$ cat src/rtl/multistage_retirement_unit.sv
// Retirement FIFO: gathers up to NUM_STAGES retiring instructions per cycle (oldest stage first)
// and presents them one per cycle to destination routing over a valid/ready handshake.
module multistage_retirement_unit #(
    parameter int unsigned NUM_STAGES     = 3,
    parameter int unsigned NUM_FUS        = 4,
    parameter int unsigned DEPTH          = 4,
    parameter int unsigned FU_IDX_WIDTH   = $clog2(NUM_FUS),
    parameter int unsigned TIA_WORD_WIDTH = 32,
    parameter int unsigned INSTR_WIDTH    = 32
) (
    input  logic                                         clock,
    input  logic                                         reset_n,
    input  logic [NUM_STAGES-1:0]                        stage_valid,
    input  logic [NUM_STAGES-1:0][INSTR_WIDTH-1:0]       stage_instruction,
    input  logic [NUM_STAGES-1:0][FU_IDX_WIDTH-1:0]      stage_fu,
    input  logic [NUM_FUS-1:0][TIA_WORD_WIDTH-1:0]       fu_result,
    input  logic                                         retire_ready,
    output logic                                         retire_valid,
    output logic [INSTR_WIDTH-1:0]                       retiring_datapath_instruction,
    output logic [TIA_WORD_WIDTH-1:0]                    datapath_result,
    output logic                                         retire_stall,
    output logic [$clog2(DEPTH+1)-1:0]                   occupancy,
    output logic                                         overflow_error
);

    localparam int unsigned PTR_W = (DEPTH > 1) ? $clog2(DEPTH) : 1;
    localparam int unsigned STG_W = (NUM_STAGES > 1) ? $clog2(NUM_STAGES) : 1;
    localparam int unsigned OCC_W = $clog2(DEPTH + 1);

    logic [INSTR_WIDTH-1:0]    instr_mem  [DEPTH];
    logic [TIA_WORD_WIDTH-1:0] result_mem [DEPTH];
    logic [PTR_W-1:0]          rd_ptr;
    logic [PTR_W-1:0]          wr_ptr;
    logic [PTR_W-1:0]          next_wr_ptr;

    logic                      pop;
    logic                      drop;
    logic [DEPTH-1:0]          wr_en;
    logic [INSTR_WIDTH-1:0]    wr_instr   [DEPTH];
    logic [TIA_WORD_WIDTH-1:0] wr_result  [DEPTH];
    logic [FU_IDX_WIDTH-1:0]   fu_sel;
    int unsigned               avail;
    int unsigned               count;
    int unsigned               slot;
    int unsigned               s;

    assign retire_valid                  = (occupancy != '0);
    assign retiring_datapath_instruction = retire_valid ? instr_mem[rd_ptr] : '0;
    assign datapath_result               = retire_valid ? result_mem[rd_ptr] : '0;
    assign retire_stall                  = (32'(occupancy) > (DEPTH - NUM_STAGES));

    // Walk stages oldest to youngest; each accepted entry takes the next free slot after wr_ptr,
    // and anything beyond the capacity left after this cycle's pop is dropped.
    always_comb begin
        pop         = retire_valid && retire_ready;
        avail       = DEPTH - 32'(occupancy) + 32'(pop);
        count       = 0;
        slot        = 0;
        s           = 0;
        drop        = 1'b0;
        fu_sel      = '0;
        wr_en       = '0;
        wr_instr    = '{default: '0};
        wr_result   = '{default: '0};
        for (int unsigned i = 0; i < NUM_STAGES; i++) begin
            s = NUM_STAGES - 1 - i;
            if (stage_valid[STG_W'(s)]) begin
                if (count < avail) begin
                    slot = 32'(wr_ptr) + count;
                    if (slot >= DEPTH) slot = slot - DEPTH;
                    fu_sel                    = stage_fu[STG_W'(s)];
                    wr_en[PTR_W'(slot)]       = 1'b1;
                    wr_instr[PTR_W'(slot)]    = stage_instruction[STG_W'(s)];
                    wr_result[PTR_W'(slot)]   = (32'(fu_sel) < NUM_FUS) ? fu_result[fu_sel]
                                                                        : fu_result[0];
                    count = count + 1;
                end else begin
                    drop = 1'b1;
                end
            end
        end
        slot = 32'(wr_ptr) + count;
        if (slot >= DEPTH) slot = slot - DEPTH;
        next_wr_ptr = PTR_W'(slot);
    end

    always_ff @(posedge clock or negedge reset_n) begin
        if (!reset_n) begin
            rd_ptr         <= '0;
            wr_ptr         <= '0;
            occupancy      <= '0;
            overflow_error <= 1'b0;
        end else begin
            if (pop) rd_ptr <= (rd_ptr == PTR_W'(DEPTH - 1)) ? '0 : rd_ptr + PTR_W'(1);
            wr_ptr    <= next_wr_ptr;
            occupancy <= occupancy + OCC_W'(count) - OCC_W'(pop);
            if (drop) overflow_error <= 1'b1;
        end
    end

    always_ff @(posedge clock) begin
        for (int unsigned d = 0; d < DEPTH; d++) begin
            if (wr_en[d]) begin
                instr_mem[d]  <= wr_instr[d];
                result_mem[d] <= wr_result[d];
            end
        end
    end

endmodule

$ cat config.mk
export PLATFORM = sky130hd
export DESIGN_NAME = multistage_retirement_unit
export DESIGN_NICKNAME = d
export VERILOG_FILES = /design/src/rtl/multistage_retirement_unit.sv
export SDC_FILE = /design/constraint.sdc
export NUM_CORES = 1
export LEC_CHECK = 0
export BUFFER_PORTS_ARGS = -buffer_cell sky130_fd_sc_hd__clkbuf_2
export CORE_MARGIN = 2
export CORE_UTILIZATION = 55
export CTS_BUF_LIST = sky130_fd_sc_hd__clkbuf_8
export DETAILED_ROUTE_END_ITERATION = 16
export PLACE_DENSITY_LB_ADDON = 0.25
export REMOVE_ABC_BUFFERS = 1
export SETUP_SLACK_MARGIN = 0.02
export SLEW_MARGIN = 20
export SYNTH_ARGS = -nofsm -noshare
export SYNTH_HDL_FRONTEND = slang
export SYNTH_SLANG_ARGS = --single-unit
$ cat constraint.sdc
create_clock -name clock -period 13 [get_ports clock]
set_clock_uncertainty 0.1 [all_clocks]
set_input_delay 2.6 -clock clock [delete_from_list [all_inputs] [get_ports clock]]
set_output_delay 2.6 -clock clock [all_outputs]
set_load 0.1 [all_outputs]
==> results of run 1 <==
==> sequential cells by signal, indices dropped and copies added (netlist names) <==
signal          count
instr_mem         128
occupancy           3
rd_ptr              2
result_mem        128
overflow_error      1
wr_ptr              2
==> worst max-delay path by stage <==
stage                                              to  slack [ns]  cells after the start
final                      instr_mem[1][11]$_DFFE_PP_        5.49                     17
after global placement     instr_mem[1][22]$_DFFE_PP_        5.30                     17
after floorplan             instr_mem[1][0]$_DFFE_PP_        2.43                     15
after global routing       instr_mem[1][16]$_DFFE_PP_        5.09                     17
after detailed placement  result_mem[1][10]$_DFFE_PP_        5.01                     17
after CTS                 result_mem[1][10]$_DFFE_PP_        5.62                     17
==> worst max-delay path: stages <==
cell,delay [ns]
clkbuf_2,0.07
nor2b_1,0.31
ha_1,0.29
ha_1,0.23
xor2_2,0.24
o211ai_1,0.19
o21ai_2,0.25
inv_1,0.13
ha_1,0.30
nand2_1,0.07
o21ai_0,0.18
ha_1,0.25
xor2_1,0.25
xor2_1,0.20
nor3_4,0.78
buf_4,0.97
o21ai_0,0.27
==> synth_stat cells (3+ instances only) <==
cell / count
nand2_1: 263
clkbuf_2: 7
mux4_2: 160
nor2b_1: 3
a22oi_1: 256
and2_1: 64
xnor2_1: 7
buf_1: 6
buf_4: 12
o21ai_0: 161
dfrtp_1: 8
nor2_1: 11
clkbuf_1: 65
buf_2: 53
ha_1: 15
nand2b_1: 3
inv_1: 12
xor2_1: 4
a21oi_2: 3
buf_6: 10
o21ai_1: 99
edfxtp_1: 256
==> per-layer routing <==
metal	part of all wire, %	track usage (%)
met5	0	0
met4	3.5	14.3
met3	11	5.31
met2	49	51.9
met1	36	40.3
==> layout make-up <==
| class | count | area (µm²) | area share, % |
|---|---|---|---|
| multi-input cells | 1084 | 9080 | 45.2 |
| flip-flops and latches | 264 | 7900 | 39.3 |
| diodes | 1 | 2.50 | 0.0125 |
| inverters | 12 | 45.0 | 0.224 |
| clock buffers | 46 | 633 | 3.15 |
| repair buffers | 329 | 1740 | 8.65 |
| well taps | 402 | 503 | 2.50 |
| clock inverters | 36 | 203 | 1.01 |
==> cells by family (layout without fill, tap and decap cells) <==
logic type	count (synthesis)	in the layout	share of synthesized area [%]
AND/OR/NAND/NOR	363	363	9.48
other	0	1	0
buffers and inverters	165	423	4.60
multiplexers	163	163	20.5
flip-flops	264	264	44.5
XOR/XNOR	14	14	0.820
AO/OA/AOI/OAI	528	528	18.8
adder cells (fa/ha/maj)	16	16	1.17
==> per-stage QoR <==
step | instances | worst slack (ns) | utilization (%) | hold slack (ns) | cell area (µm²)
floorplan | 1360 | 2.43 | - | 0.552 | 16900
global placement | 2089 | 5.30 | 60.7 | 0.426 | 19200
detailed placement | 2090 | 5.01 | 60.8 | 0.400 | 19200
CTS | 2172 | 5.62 | 63.4 | 0.420 | 20100
global route | 2173 | 5.09 | 63.5 | 0.436 | 20100
finish | 2174 | 5.49 | 63.5 | 0.405 | 20100
==> metrics, run 1 <==
CTS-repair resized insts 0; initial antenna violation count 1; fin crit period roughly 7.5 ns; Die Y between 150 and 200 µm; total of max-cap violations 0; Async SR Flop Fraction between 3 and 4%; Clock H-tree levels 2; aggregate global routing overflow 0; vias in the first global route roughly 14,000; routability cong. 0.810; clock root buffer master clkbuf_8; Antenna Nets Post-Route 0; fin. max-slew vios 0; Nets 1,987; TritonCTS clock tree built; count of cell types in the netlist 48; Synth area leader edfxtp_1; Gate Count Post-Synth 1,513; Avg WL per Cell 24.2 µm; Hold Path End overflow_error$_DFFE_PN0P_; mapped cell area roughly 18,000 µm²; clk slew on worst S/H paths approximately 0.060 ns; final hold vios 0; Worst-Skew Late Latency approximately 0.55 ns; most common flop cell mapped by yosys edfxtp_1; core area roughly 32,000 µm²; DPL Wire Length 30.8 mm; Initial DRT Pass Iterations 6; DRC 0; run status finished clean; Startpoint Class input port; Worst R2R End instr_mem[1][11]$_DFFE_PP_; largest cells by area after synthesis edfxtp_1, mux4_2, a22oi_1; r2r startpoint occupancy[0]$_DFF_PN0_; Initial Utilization roughly 56%; HP Start overflow_error$_DFFE_PN0P_; Finish-stage setup viols 0; cts-stage hold buffer count 0; Rows between 60 and 70; Seq/Total Area, Yosys 44.5%; setup_tns 0 ns; port buffer count 305; Max clock buf depth 3; most frequent cells in the layout clkbuf_2, nand2_1, a22oi_1, edfxtp_1, o21ai_0; Register-to-Register Setup Slack ~6.6 ns; Tightest Pin Transition 1.14 ns; Ports around 310; GRT Util Overall between 30% and 40%; kind of critical path input port to flop; Die Wd roughly 180 µm; Post-Route WL 52.6 mm; WP data required about 13 ns; hold path cells 2; CTS buffer count between 40 and 50; Hold Path Class flop to flop; # Post-CTS Setup Buffers 0; Syn Area/Cell between 10 and 15 µm²; Critical Path Fanout Max between 100 and 150; CP Capture Type flop; Synth Warn # 0; Max Clk Rate 133 MHz; critical path startpoint retire_ready; synthesized flop and latch total around 260; R2R cell count 19; initial DRC count approximately 1,700; share of layout cells above drive strength 1 32.5%; DIE AREA roughly 34,000 µm²; clock sinks around 260; Fill cells around 2,400; global-route wire length before repair ~80 mm; Area Growth Syn to Fin 13.5%; Via Count 14,600; Tcrit/Tclk final 57.8%; routed vias/inst 6.73; Synth top area share 43.4%; largest net degree at the start of global routing about 110; RSZ-0062 raised after global routing no; EDFF count, synth between 200 and 300; most common cell after layout, fill and taps aside clkbuf_2; Max-slew headroom between 20% and 30%; crit path DAT roughly 7.7 ns
Power of run 1 is not shown: default switching activity piles up to over one toggle a cycle in this logic, so the estimate is an artifact.
==> inputs of run 2 (changes only) <==
==> constraint.sdc (replaced) <==
create_clock -name clock -period 7.6 [get_ports clock]
set_clock_uncertainty 0.1 [all_clocks]
set_input_delay 1.52 -clock clock [delete_from_list [all_inputs] [get_ports clock]]
set_output_delay 1.52 -clock clock [all_outputs]
set_load 0.1 [all_outputs]
==> metrics, run 2 (synthesis gave the netlist of run 1 again) <==
final hold vios 0; Die Y around 180 µm; biggest regs instr_mem x128, result_mem x128, occupancy x3; CP Capture Type flop; Worst R2R End result_mem[3][7]$_DFFE_PP_; Ports between 300 and 400; Max clock buf depth 3; Avg WL per Cell approximately 25 µm; WP data required between 7 and 8 ns; run status finished clean; fin worst setup slack around 1.5 ns; final instance count without filler cells between 2,000 and 2,500; worst path cell trace clkbuf_2 -> nor2b_1 -> ha_1 -> ha_1 -> xor2_2 -> o2111a_2 -> nand2_1 -> ha_1 -> nand2_1 -> o21ai_0 -> ha_1 -> xor2_1 -> xnor2_1 -> nor3_4 -> buf_4 -> buf_4 -> o21ai_0; fin crit period around 6.1 ns; CP endpoint result_mem[3][7]$_DFFE_PP_; Final Util between 60% and 70%; r2r startpoint occupancy[0]$_DFF_PN0_; R2R cell count 19; Max-slew headroom 23.0%; Initial Utilization between 50 and 60%; most frequent cells in the layout clkbuf_2, nand2_1, a22oi_1, edfxtp_1, o21ai_0; Die Wd about 180 µm; clock root buffer master clkbuf_8; TritonCTS clock tree built; HP Start overflow_error$_DFFE_PN0P_; Crit path top cell by count ha_1; Antenna Nets Post-Route 0; CTS buffer count 43; Rows 65; Max stage delay on crit path 0.79 ns; DRC 0; kind of critical path input port to flop; GRT Util Overall a little under a third; Critical Path Fanout Max between 100 and 150; Hold Path Class flop to flop; fin. max-slew vios 0; global-route wire length before repair roughly 80 mm; most common cell after layout, fill and taps aside clkbuf_2; clk slew on worst S/H paths ~0.06 ns; Critical Path Slowest Stage Cell buf_4; cts-stage hold buffer count 0; Startpoint Class input port; largest net degree at the start of global routing roughly 130; Nets approximately 2,000; clock sinks 264; initial antenna violation count 2; Post-Route WL between 50 and 60 mm; Initial DRT Pass Iterations 6; aggregate global routing overflow 0; port buffer count slightly above 300; Tcrit/Tclk final 79.8%; routed vias/inst roughly 6.8; crit path DAT a little over 6 ns; Clock H-tree levels 2; Tightest Pin Transition about 1.2 ns; Via Count ~15,000; Register-to-Register Setup Slack roughly 1.6 ns; RSZ-0062 raised after global routing no; Area Growth Syn to Fin 13.3%; core area 31,600 µm²; Post-Place Worst Slack around 1.0 ns; critical path startpoint retire_ready; Max Clk Rate 165 MHz; total of max-cap violations 0; DPL Wire Length slightly above 30 mm; placed cells around 2,100; CTS-repair resized insts 0; vias in the first global route roughly 15,000; DIE AREA 33,600 µm²; # Post-CTS Setup Buffers 0; routability cong. between 0.8 and 0.9; initial DRC count between 1,500 and 2,000; share of layout cells above drive strength 1 32.3%; setup_tns 0 ns; Finish-stage setup viols 0; Worst-Skew Late Latency around 0.56 ns
[run 2: cell types whose count changed in the layout (fill, tap and decap cells not counted)]
cell and delta:
buf_12 +4, buf_16 -1, buf_6 -1, buf_8 -1
bufinv_16 -1, clkbuf_8 -1, clkinv_1 +1, clkinv_2 -4
diode_2 +1, inv_1 -3, inv_6 -1, inv_8 +1
[run 2: critical path, delay by kind of cell]
kind / cells / cell delay [ns]
XOR/XNOR: 3 / 0.71
AND/OR/NAND/NOR: 4 / 0.70
AO/OA/AOI/OAI: 3 / 0.85
adder cells (fa/ha/maj): 4 / 1.11
buffers and inverters: 3 / 1.15
[run 2: final cells by class]
| type | instances | area [µm²] |
|---|---|---|
| Clock buffer | 45 | 619 |
| Clock inverter | 29 | 148 |
| Multi-Input combinational cell | 1084 | 9080 |
| Timing Repair Buffer | 330 | 1760 |
| Tap cell | 402 | 503 |
| Fill cell | 2439 | 11600 |
| Antenna cell | 2 | 5.00 |
| Inverter | 12 | 45.0 |
| Sequential cell | 264 | 7900 |
[run 2: layer usage]
layer | vias to the layer above | GRT usage [%] | routed length, µm
met5 | - | 0 | 0
met2 | 1097 | 50.9 | 25600
met4 | 0 | 15.0 | 2280
met3 | 168 | 5.05 | 6090
met1 | 6957 | 40.2 | 19100
li1 | 6424 | - | -
[run 2: worst min-delay path by stage]
stage | slack, ns | to | depth (start not counted)
floorplan | 0.55 | wr_ptr[0]$_DFF_PN0_ | 1
global placement | 0.43 | overflow_error$_DFFE_PN0P_ | 2
detailed placement | 0.44 | overflow_error$_DFFE_PN0P_ | 2
CTS | 0.46 | overflow_error$_DFFE_PN0P_ | 2
global route | 0.49 | overflow_error$_DFFE_PN0P_ | 2
finish | 0.45 | overflow_error$_DFFE_PN0P_ | 2
[run 2: metrics by stage]
step / area [µm²] / hold WS [ns]
6_report: 20100 / 0.453
5_1_grt: 20100 / 0.494
4_1_cts: 20100 / 0.460
3_5_place_dp: 19300 / 0.441
3_3_place_gp: 19300 / 0.426
2_1_floorplan: 16900 / 0.552
Power of run 2 is left out for the same reason.
